**src/rtl/ntt_mem_sched_if.sv**
```systemverilog
// Bus bundle linking ntt_mem_sched to the dual-port coefficient BRAM and the butterfly unit.
// The inv line exists only when NTT_INVERSE_EN is defined.
interface ntt_mem_sched_if #(
   parameter int ADDR_WIDTH = 8,
   parameter int WIDTH      = 32
);
   logic                  start;
   logic                  busy;
   logic                  done;
`ifdef NTT_INVERSE_EN
   logic                  inv;
`endif
   logic                  en_a;
   logic                  en_b;
   logic                  we_a;
   logic                  we_b;
   logic [ADDR_WIDTH-1:0] raddr_a;
   logic [ADDR_WIDTH-1:0] raddr_b;
   logic [ADDR_WIDTH-1:0] waddr_a;
   logic [ADDR_WIDTH-1:0] waddr_b;
   logic [WIDTH-1:0]      din_a;
   logic [WIDTH-1:0]      din_b;
   logic [WIDTH-1:0]      dout_a;
   logic [WIDTH-1:0]      dout_b;
   logic                  bf_valid_o;
   logic [WIDTH-1:0]      bf_a_o;
   logic [WIDTH-1:0]      bf_b_o;
   logic [6:0]            zeta_idx;
   logic [WIDTH-1:0]      bf_a_i;
   logic [WIDTH-1:0]      bf_b_i;

   modport master (
      input  start, dout_a, dout_b, bf_a_i, bf_b_i,
`ifdef NTT_INVERSE_EN
      input  inv,
`endif
      output busy, done, en_a, en_b, we_a, we_b, raddr_a, raddr_b, waddr_a, waddr_b,
             din_a, din_b, bf_valid_o, bf_a_o, bf_b_o, zeta_idx
   );

   modport slave (
      output start, dout_a, dout_b, bf_a_i, bf_b_i,
`ifdef NTT_INVERSE_EN
      output inv,
`endif
      input  busy, done, en_a, en_b, we_a, we_b, raddr_a, raddr_b, waddr_a, waddr_b,
             din_a, din_b, bf_valid_o, bf_a_o, bf_b_o, zeta_idx
   );
endinterface

```
**src/rtl/ntt_mem_sched.sv**
```systemverilog
// Kyber NTT coefficient-BRAM scheduler: 7 layers x 128 in-place butterflies, one issue per cycle.
// Define NTT_INVERSE_EN to add the inv input and the Gentleman-Sande (inverse) ordering.
module ntt_mem_sched #(
   parameter int DEPTH      = 256,
   parameter int ADDR_WIDTH = $clog2(DEPTH),
   parameter int WIDTH      = 32,
   parameter int BF_LAT     = 3
) (
   input logic             clk,
   input logic             rst,
   ntt_mem_sched_if.master bus
);
   typedef enum logic [1:0] {S_IDLE, S_ISSUE, S_DRAIN, S_DONE} state_t;

   state_t                state, state_nxt;
   logic [6:0]            k;
   logic [2:0]            layer;
   logic                  issue, wr, pipe_busy;
   logic [2:0]            s;
   logic [ADDR_WIDTH-1:0] kk, hi, j, j_len;
   logic [6:0]            zeta, zeta_q;
   logic [BF_LAT:0]       vld;
   logic [ADDR_WIDTH-1:0] pa [BF_LAT+1];
   logic [ADDR_WIDTH-1:0] pb [BF_LAT+1];
`ifdef NTT_INVERSE_EN
   logic                  inv_q;
`endif

   assign issue     = (state == S_ISSUE);
   assign wr        = vld[BF_LAT];
   assign pipe_busy = |vld[BF_LAT-1:0];

   // s = log2(len); j = (k/len)*2*len + k%len, and j+len just sets bit s of j.
`ifdef NTT_INVERSE_EN
   assign s    = inv_q ? layer + 3'd1 : 3'd7 - layer;
`else
   assign s    = 3'd7 - layer;
`endif
   assign kk    = ADDR_WIDTH'(k);
   assign hi    = kk >> s;
   assign j     = (hi << (4'(s) + 4'd1)) | (kk & ((ADDR_WIDTH'(1) << s) - ADDR_WIDTH'(1)));
   assign j_len = j | (ADDR_WIDTH'(1) << s);
`ifdef NTT_INVERSE_EN
   assign zeta  = inv_q ? 7'((8'd128 >> layer) - 8'd1 - 8'(hi)) : (7'd1 << layer) + 7'(hi);
`else
   assign zeta  = (7'd1 << layer) + 7'(hi);
`endif

   always_ff @(posedge clk) begin
      if (rst) state <= S_IDLE;
      else     state <= state_nxt;
   end

   always_comb begin
      // NOTE: default assigned first so every path drives state_nxt and no latch is inferred.
      state_nxt = state;
      case (state)
         S_IDLE:  if (bus.start) state_nxt = S_ISSUE;
         S_ISSUE: if (k == 7'd127) state_nxt = S_DRAIN;
         S_DRAIN: if (!pipe_busy) state_nxt = (layer == 3'd6) ? S_DONE : S_ISSUE;
         S_DONE:  state_nxt = S_IDLE;
         default: state_nxt = S_IDLE;
      endcase
   end

   always_ff @(posedge clk) begin
      // NOTE: non-blocking assignments so every register samples pre-edge values.
      if (rst) begin
         k     <= '0;
         layer <= '0;
`ifdef NTT_INVERSE_EN
         inv_q <= 1'b0;
`endif
      end else begin
         case (state)
            S_IDLE: if (bus.start) begin
               k     <= '0;
               layer <= '0;
`ifdef NTT_INVERSE_EN
               inv_q <= bus.inv;
`endif
            end
            S_ISSUE: k <= k + 7'd1;
            S_DRAIN: if (state_nxt == S_ISSUE) layer <= layer + 3'd1;
            default: ;
         endcase
      end
   end

   // Stage i of vld/pa/pb describes the pair issued i+1 cycles ago; the last stage writes back.
   always_ff @(posedge clk) begin
      if (rst) begin
         vld    <= '0;
         zeta_q <= '0;
      end else begin
         vld    <= {vld[BF_LAT-1:0], issue};
         zeta_q <= issue ? zeta : 7'd0;
      end
   end

   // NOTE: the address delay line has no reset; its entries only matter where vld marks them.
   always_ff @(posedge clk) begin
      pa[0] <= j;
      pb[0] <= j_len;
      for (int i = 1; i <= BF_LAT; i++) begin
         pa[i] <= pa[i-1];
         pb[i] <= pb[i-1];
      end
   end

   assign bus.busy       = (state != S_IDLE);
   assign bus.done       = (state == S_DONE);
   assign bus.en_a       = issue | wr;
   assign bus.en_b       = issue | wr;
   assign bus.we_a       = wr;
   assign bus.we_b       = wr;
   assign bus.raddr_a    = issue ? j     : '0;
   assign bus.raddr_b    = issue ? j_len : '0;
   assign bus.waddr_a    = wr ? pa[BF_LAT] : '0;
   assign bus.waddr_b    = wr ? pb[BF_LAT] : '0;
   assign bus.din_a      = wr ? bus.bf_a_i : '0;
   assign bus.din_b      = wr ? bus.bf_b_i : '0;
   // The BRAM output register is the operand stage; gating keeps the operands 0 between pairs.
   assign bus.bf_valid_o = vld[0];
   assign bus.bf_a_o     = vld[0] ? bus.dout_a : '0;
   assign bus.bf_b_o     = vld[0] ? bus.dout_b : '0;
   assign bus.zeta_idx   = zeta_q;
endmodule

```
**src/flat_wrapper.sv**
```systemverilog
// flat-port wrapper written by rule: the top's interface ports become plain ports
module ntt_mem_sched_flat 
#(
   parameter int DEPTH      = 256,
   parameter int ADDR_WIDTH = $clog2(DEPTH),
   parameter int WIDTH      = 32,
   parameter int BF_LAT     = 3
)
  (clk, rst, bus_start, bus_dout_a, bus_dout_b, bus_bf_a_i, bus_bf_b_i, bus_busy, bus_done, bus_en_a, bus_en_b, bus_we_a, bus_we_b, bus_raddr_a, bus_raddr_b, bus_waddr_a, bus_waddr_b, bus_din_a, bus_din_b, bus_bf_valid_o, bus_bf_a_o, bus_bf_b_o, bus_zeta_idx);
  ntt_mem_sched_if #(.ADDR_WIDTH(ADDR_WIDTH), .WIDTH(WIDTH)) bus_i ();
  input logic clk;
  input logic rst;
  input wire logic [$bits(bus_i.start)-1:0] bus_start;
  input wire logic [$bits(bus_i.dout_a)-1:0] bus_dout_a;
  input wire logic [$bits(bus_i.dout_b)-1:0] bus_dout_b;
  input wire logic [$bits(bus_i.bf_a_i)-1:0] bus_bf_a_i;
  input wire logic [$bits(bus_i.bf_b_i)-1:0] bus_bf_b_i;
  output wire logic [$bits(bus_i.busy)-1:0] bus_busy;
  output wire logic [$bits(bus_i.done)-1:0] bus_done;
  output wire logic [$bits(bus_i.en_a)-1:0] bus_en_a;
  output wire logic [$bits(bus_i.en_b)-1:0] bus_en_b;
  output wire logic [$bits(bus_i.we_a)-1:0] bus_we_a;
  output wire logic [$bits(bus_i.we_b)-1:0] bus_we_b;
  output wire logic [$bits(bus_i.raddr_a)-1:0] bus_raddr_a;
  output wire logic [$bits(bus_i.raddr_b)-1:0] bus_raddr_b;
  output wire logic [$bits(bus_i.waddr_a)-1:0] bus_waddr_a;
  output wire logic [$bits(bus_i.waddr_b)-1:0] bus_waddr_b;
  output wire logic [$bits(bus_i.din_a)-1:0] bus_din_a;
  output wire logic [$bits(bus_i.din_b)-1:0] bus_din_b;
  output wire logic [$bits(bus_i.bf_valid_o)-1:0] bus_bf_valid_o;
  output wire logic [$bits(bus_i.bf_a_o)-1:0] bus_bf_a_o;
  output wire logic [$bits(bus_i.bf_b_o)-1:0] bus_bf_b_o;
  output wire logic [$bits(bus_i.zeta_idx)-1:0] bus_zeta_idx;
  assign bus_i.start = bus_start;
  assign bus_i.dout_a = bus_dout_a;
  assign bus_i.dout_b = bus_dout_b;
  assign bus_i.bf_a_i = bus_bf_a_i;
  assign bus_i.bf_b_i = bus_bf_b_i;
  assign bus_busy = bus_i.busy;
  assign bus_done = bus_i.done;
  assign bus_en_a = bus_i.en_a;
  assign bus_en_b = bus_i.en_b;
  assign bus_we_a = bus_i.we_a;
  assign bus_we_b = bus_i.we_b;
  assign bus_raddr_a = bus_i.raddr_a;
  assign bus_raddr_b = bus_i.raddr_b;
  assign bus_waddr_a = bus_i.waddr_a;
  assign bus_waddr_b = bus_i.waddr_b;
  assign bus_din_a = bus_i.din_a;
  assign bus_din_b = bus_i.din_b;
  assign bus_bf_valid_o = bus_i.bf_valid_o;
  assign bus_bf_a_o = bus_i.bf_a_o;
  assign bus_bf_b_o = bus_i.bf_b_o;
  assign bus_zeta_idx = bus_i.zeta_idx;
  ntt_mem_sched #(.DEPTH(DEPTH), .ADDR_WIDTH(ADDR_WIDTH), .WIDTH(WIDTH), .BF_LAT(BF_LAT)) u_core (.clk(clk), .rst(rst), .bus(bus_i));
endmodule
```
**config.mk**
```make
export PLATFORM = sky130hd
export DESIGN_NAME = ntt_mem_sched_flat
export DESIGN_NICKNAME = d
export VERILOG_FILES = /design/src/rtl/ntt_mem_sched_if.sv /design/src/rtl/ntt_mem_sched.sv /design/src/flat_wrapper.sv
export SDC_FILE = /design/constraint.sdc
export NUM_CORES = 1
export LEC_CHECK = 0
export ABC_AREA = 1
export CORE_ASPECT_RATIO = 0.75
export CORE_UTILIZATION = 28
export CTS_CLUSTER_DIAMETER = 80
export CTS_CLUSTER_SIZE = 25
export DETAILED_ROUTE_END_ITERATION = 7
export PLACE_DENSITY_LB_ADDON = 0.3
export SETUP_SLACK_MARGIN = 0.02
export SLEW_MARGIN = 40
export SYNTH_ARGS = -nofsm -noshare
export SYNTH_HDL_FRONTEND = slang
export SYNTH_SLANG_ARGS = --single-unit
```
**constraint.sdc**
```tcl
create_clock -name clk -period 3.8 [get_ports clk]
set_input_delay 0.76 -clock clk [delete_from_list [all_inputs] [get_ports clk]]
set_output_delay 0.76 -clock clk [all_outputs]
set_load 0.05 [all_outputs]
```
==> qor.txt <==
Status = finished clean
Remaining antenna violation count = 0
Synth area leaders = dfxtp_1, nand2_1, inv_1, nand3_1, ha_1
Reg2Reg Depth = 19
Clk_skew = 7.92 ps
Wire per inst = 12.7 microns
Leading area contributor after synthesis = dfxtp_1
Clk_lat worst skew = 340 ps
Largest net degree at the start of global routing = 69
Crit path time final = 3440 ps
H-tree Lvls = 3
Seq/Total Area, Yosys = 0.383
Post-Synthesis Cell Area = 4550 sq um
CTS Sinks = 87
Post-synthesis simple-gate area fraction = 0.309
Post-synth net total = 841
Pre-Repair DR Iteration Count = 5
Die W = 149 microns
Reg2reg start = u_core.layer[0]$_SDFFE_PP0P_
Fin crit share = 0.906
RSZ-0062 raised after global routing = false
CP Capture Type = output pin
Final Net Count = 1133
Total CTS buffers = 9
Post-synth top cells = nand2_1, inv_1, dfxtp_1
Worst-path clk slew = 70 ps
Final Instance Area = 8030 sq um
Die height = 112 microns
Top-count cell post-synth = nand2_1
Bufs on Longest Clock Path = 2
WL final = 15.2 mm
Yosys cell types = 40
End of the worst hold path = u_core.pb[3][3]$_DFF_P_
Maximum vdd drop = 0.194 mV
Synth async-reset ratio = 0
Initial core utilization = 0.292
DRC viols = 0
IO buf count = 304
Total global-route track usage = 0.175
CTS Root Cell = clkbuf_16
Max transition margin = 0.564
Vias per inst = 4.17
DRT iter0 DRCs = 295
Crit Reg-Reg Endpoint = u_core.bus.zeta_idx[6]$_SDFF_PP0_
Syn_area_per_cell = 6.56 sq um
Critical path arrival = 2680 ps
CTS tree = yes
Antenna diode count = 0
Adder-cell area share of the yosys netlist = 0.0457
Number of max-cap violations = 0
HP Start = u_core.pb[2][3]$_DFF_P_
Leakage power = 4.45 nW
Area grow syn2layout = 76.5%
Setup bufs post-CTS = 0
Number of primary I/O pins = 305
Vias in the first global route = 4475
Pwr dens = 328 nW/um^2
Synth Instances = 694
Measured slew at the worst slew-check pin = 653 ps
Placed Area = 7730 sq um
Placer Congestion = 0.922
WP data required = 3040 ps
DP Wirelength = 12.4 mm
Row count = 39
Post-synthesis xor/xnor area fraction = 0.00578
# setup viols final = 0
Final Hold Viols = 0
Worst setup SP type = flop
FF+latch count, synth = 87
Fin. max-slew vios = 0
Crit path max fanout = 17
YS warnings = 0
PostCTS Resize Cnt = 0
Via count = 4983
Achievable Freq = 0.290 GHz
Worst hold path type = reg2reg
Number of synthesized flops with an enable pin = 0
Main combinational cell family by area after synthesis = simple AND/OR/NAND/NOR gates
Hold-fix buffers, CTS = 0
Complex-gate fraction of the synthesized area = 0.0561
Initial antenna violation count = 0
Gr ovfl total = 0
CORE AREA = 15600 sq um
Hold depth = 0
Setup TNS = 0 ps
Die area = 16800 sq um
Share of Yosys cell area claimed by the top area cell type = 0.383
Setup CP Type = reg2out
Most common flop cell mapped by yosys = dfxtp_1
R2R Setup Slk = 1110 ps
Layout cells sized above 1 = 0.0666
Post-synthesis mux area share = 0.00220
First-pass GRT wire length = 22.5 mm
## critical path, stage by stage (launching register included)
cell and delay (ps):
dfxtp_1 400, buf_4 260, ha_1 250, ha_1 380, nor2_8 80, nand2_4 110, nand3_1 100, nand2_1 70
nand2_1 50, nand3_1 150, nand4_1 170, nand2_1 110, inv_1 40, buf_4 180
## metrics by stage
stage,cells,hold WS [ps],worst slack (ps),power [W],util
after CTS,1196,323,371,0.00266,0.516
after floorplan,694,310,531,0.00147,-
final,1196,323,356,0.00263,0.516
after detailed placement,1180,312,754,0.00175,0.496
after global routing,1196,330,195,0.00275,0.516
after global placement,1180,310,787,0.00175,0.496
## cells by family (layout without fill, tap and decap cells)
kind of cell | count (synthesis) | in the layout
xor gates and xnor gates | 3 | 3
DFF | 87 | 87
AOI/OAI and AO/OA | 45 | 45
muxes | 1 | 1
buffers and inverters | 226 | 523
adders and majority gates | 16 | 16
and+or+nand+nor | 316 | 316
## per-layer routing
| metal | routed length, microns | part of all wire | GRT usage | up-vias |
|---|---|---|---|---|
| met4 | 164 | 0.011 | 0.0408 | 0 |
| met5 | 0 | 0 | 0 | - |
| met1 | 6210 | 0.41 | 0.209 | 2141 |
| met3 | 1430 | 0.094 | 0.0520 | 13 |
| met2 | 7420 | 0.49 | 0.307 | 226 |
| li1 | - | - | - | 2603 |
## placed cells by master (no fill, tap or decap), types with 2 or more instances in the layout
cell and n:
buf_4 19, nand3b_1 2, nand3_2 8, clkbuf_16 9, inv_2 4, nand4_1 10
inv_1 192, inv_6 4, buf_12 2, ha_1 15, nor2_2 4, nand2_1 215
o21ai_1 4, nand2_2 4, o21ai_0 11, clkdlybuf4s50_1 288, nor3_1 2, dfxtp_1 85
xor2_1 3, a31oi_1 2, nor2_1 17, nand3_1 46, a21oi_1 19, a211oi_1 4
## worst max path at each step
stage                                 startpoint             end  cells past startpoint
finish              u_core.layer[0]$_SDFFE_PP0P_  bus_raddr_b[5]                     13
global route        u_core.layer[0]$_SDFFE_PP0P_  bus_raddr_b[5]                     13
CTS                 u_core.layer[0]$_SDFFE_PP0P_  bus_raddr_b[5]                     13
detailed placement  u_core.layer[0]$_SDFFE_PP0P_  bus_raddr_b[5]                     13
global placement                  bus_dout_a[31]  bus_bf_a_o[31]                      4
floorplan           u_core.layer[0]$_SDFFE_PP0P_  bus_raddr_a[4]                      9
## area by class of cell
class,count,area [sq um]
clock buffer,10,229
clock inverter,6,75.1
fill,1512,7530
inverter,198,753
multi-input combinational,381,1910
sequential,87,1750
tap,205,256
timing repair buffer,309,3070
## flip-flops by register name (all words and copies together) (netlist names)
register and count:
u_core.vld 4, u_core.pb 32, u_core.state 2, u_core.pa 32
u_core.k 7, u_core.bus.zeta_idx 7, u_core.layer 3
## report_power, final
part / switching (W) / leakage, nW / internal [W]
Sequential: 0.0000444 / 0.719 / 0.00105
Combinational: 0.000373 / 3.58 / 0.000264
Clock: 0.000380 / 0.146 / 0.000520
Total: 0.000797 / 4.45 / 0.00183
Power figures use the tool's default switching activity.
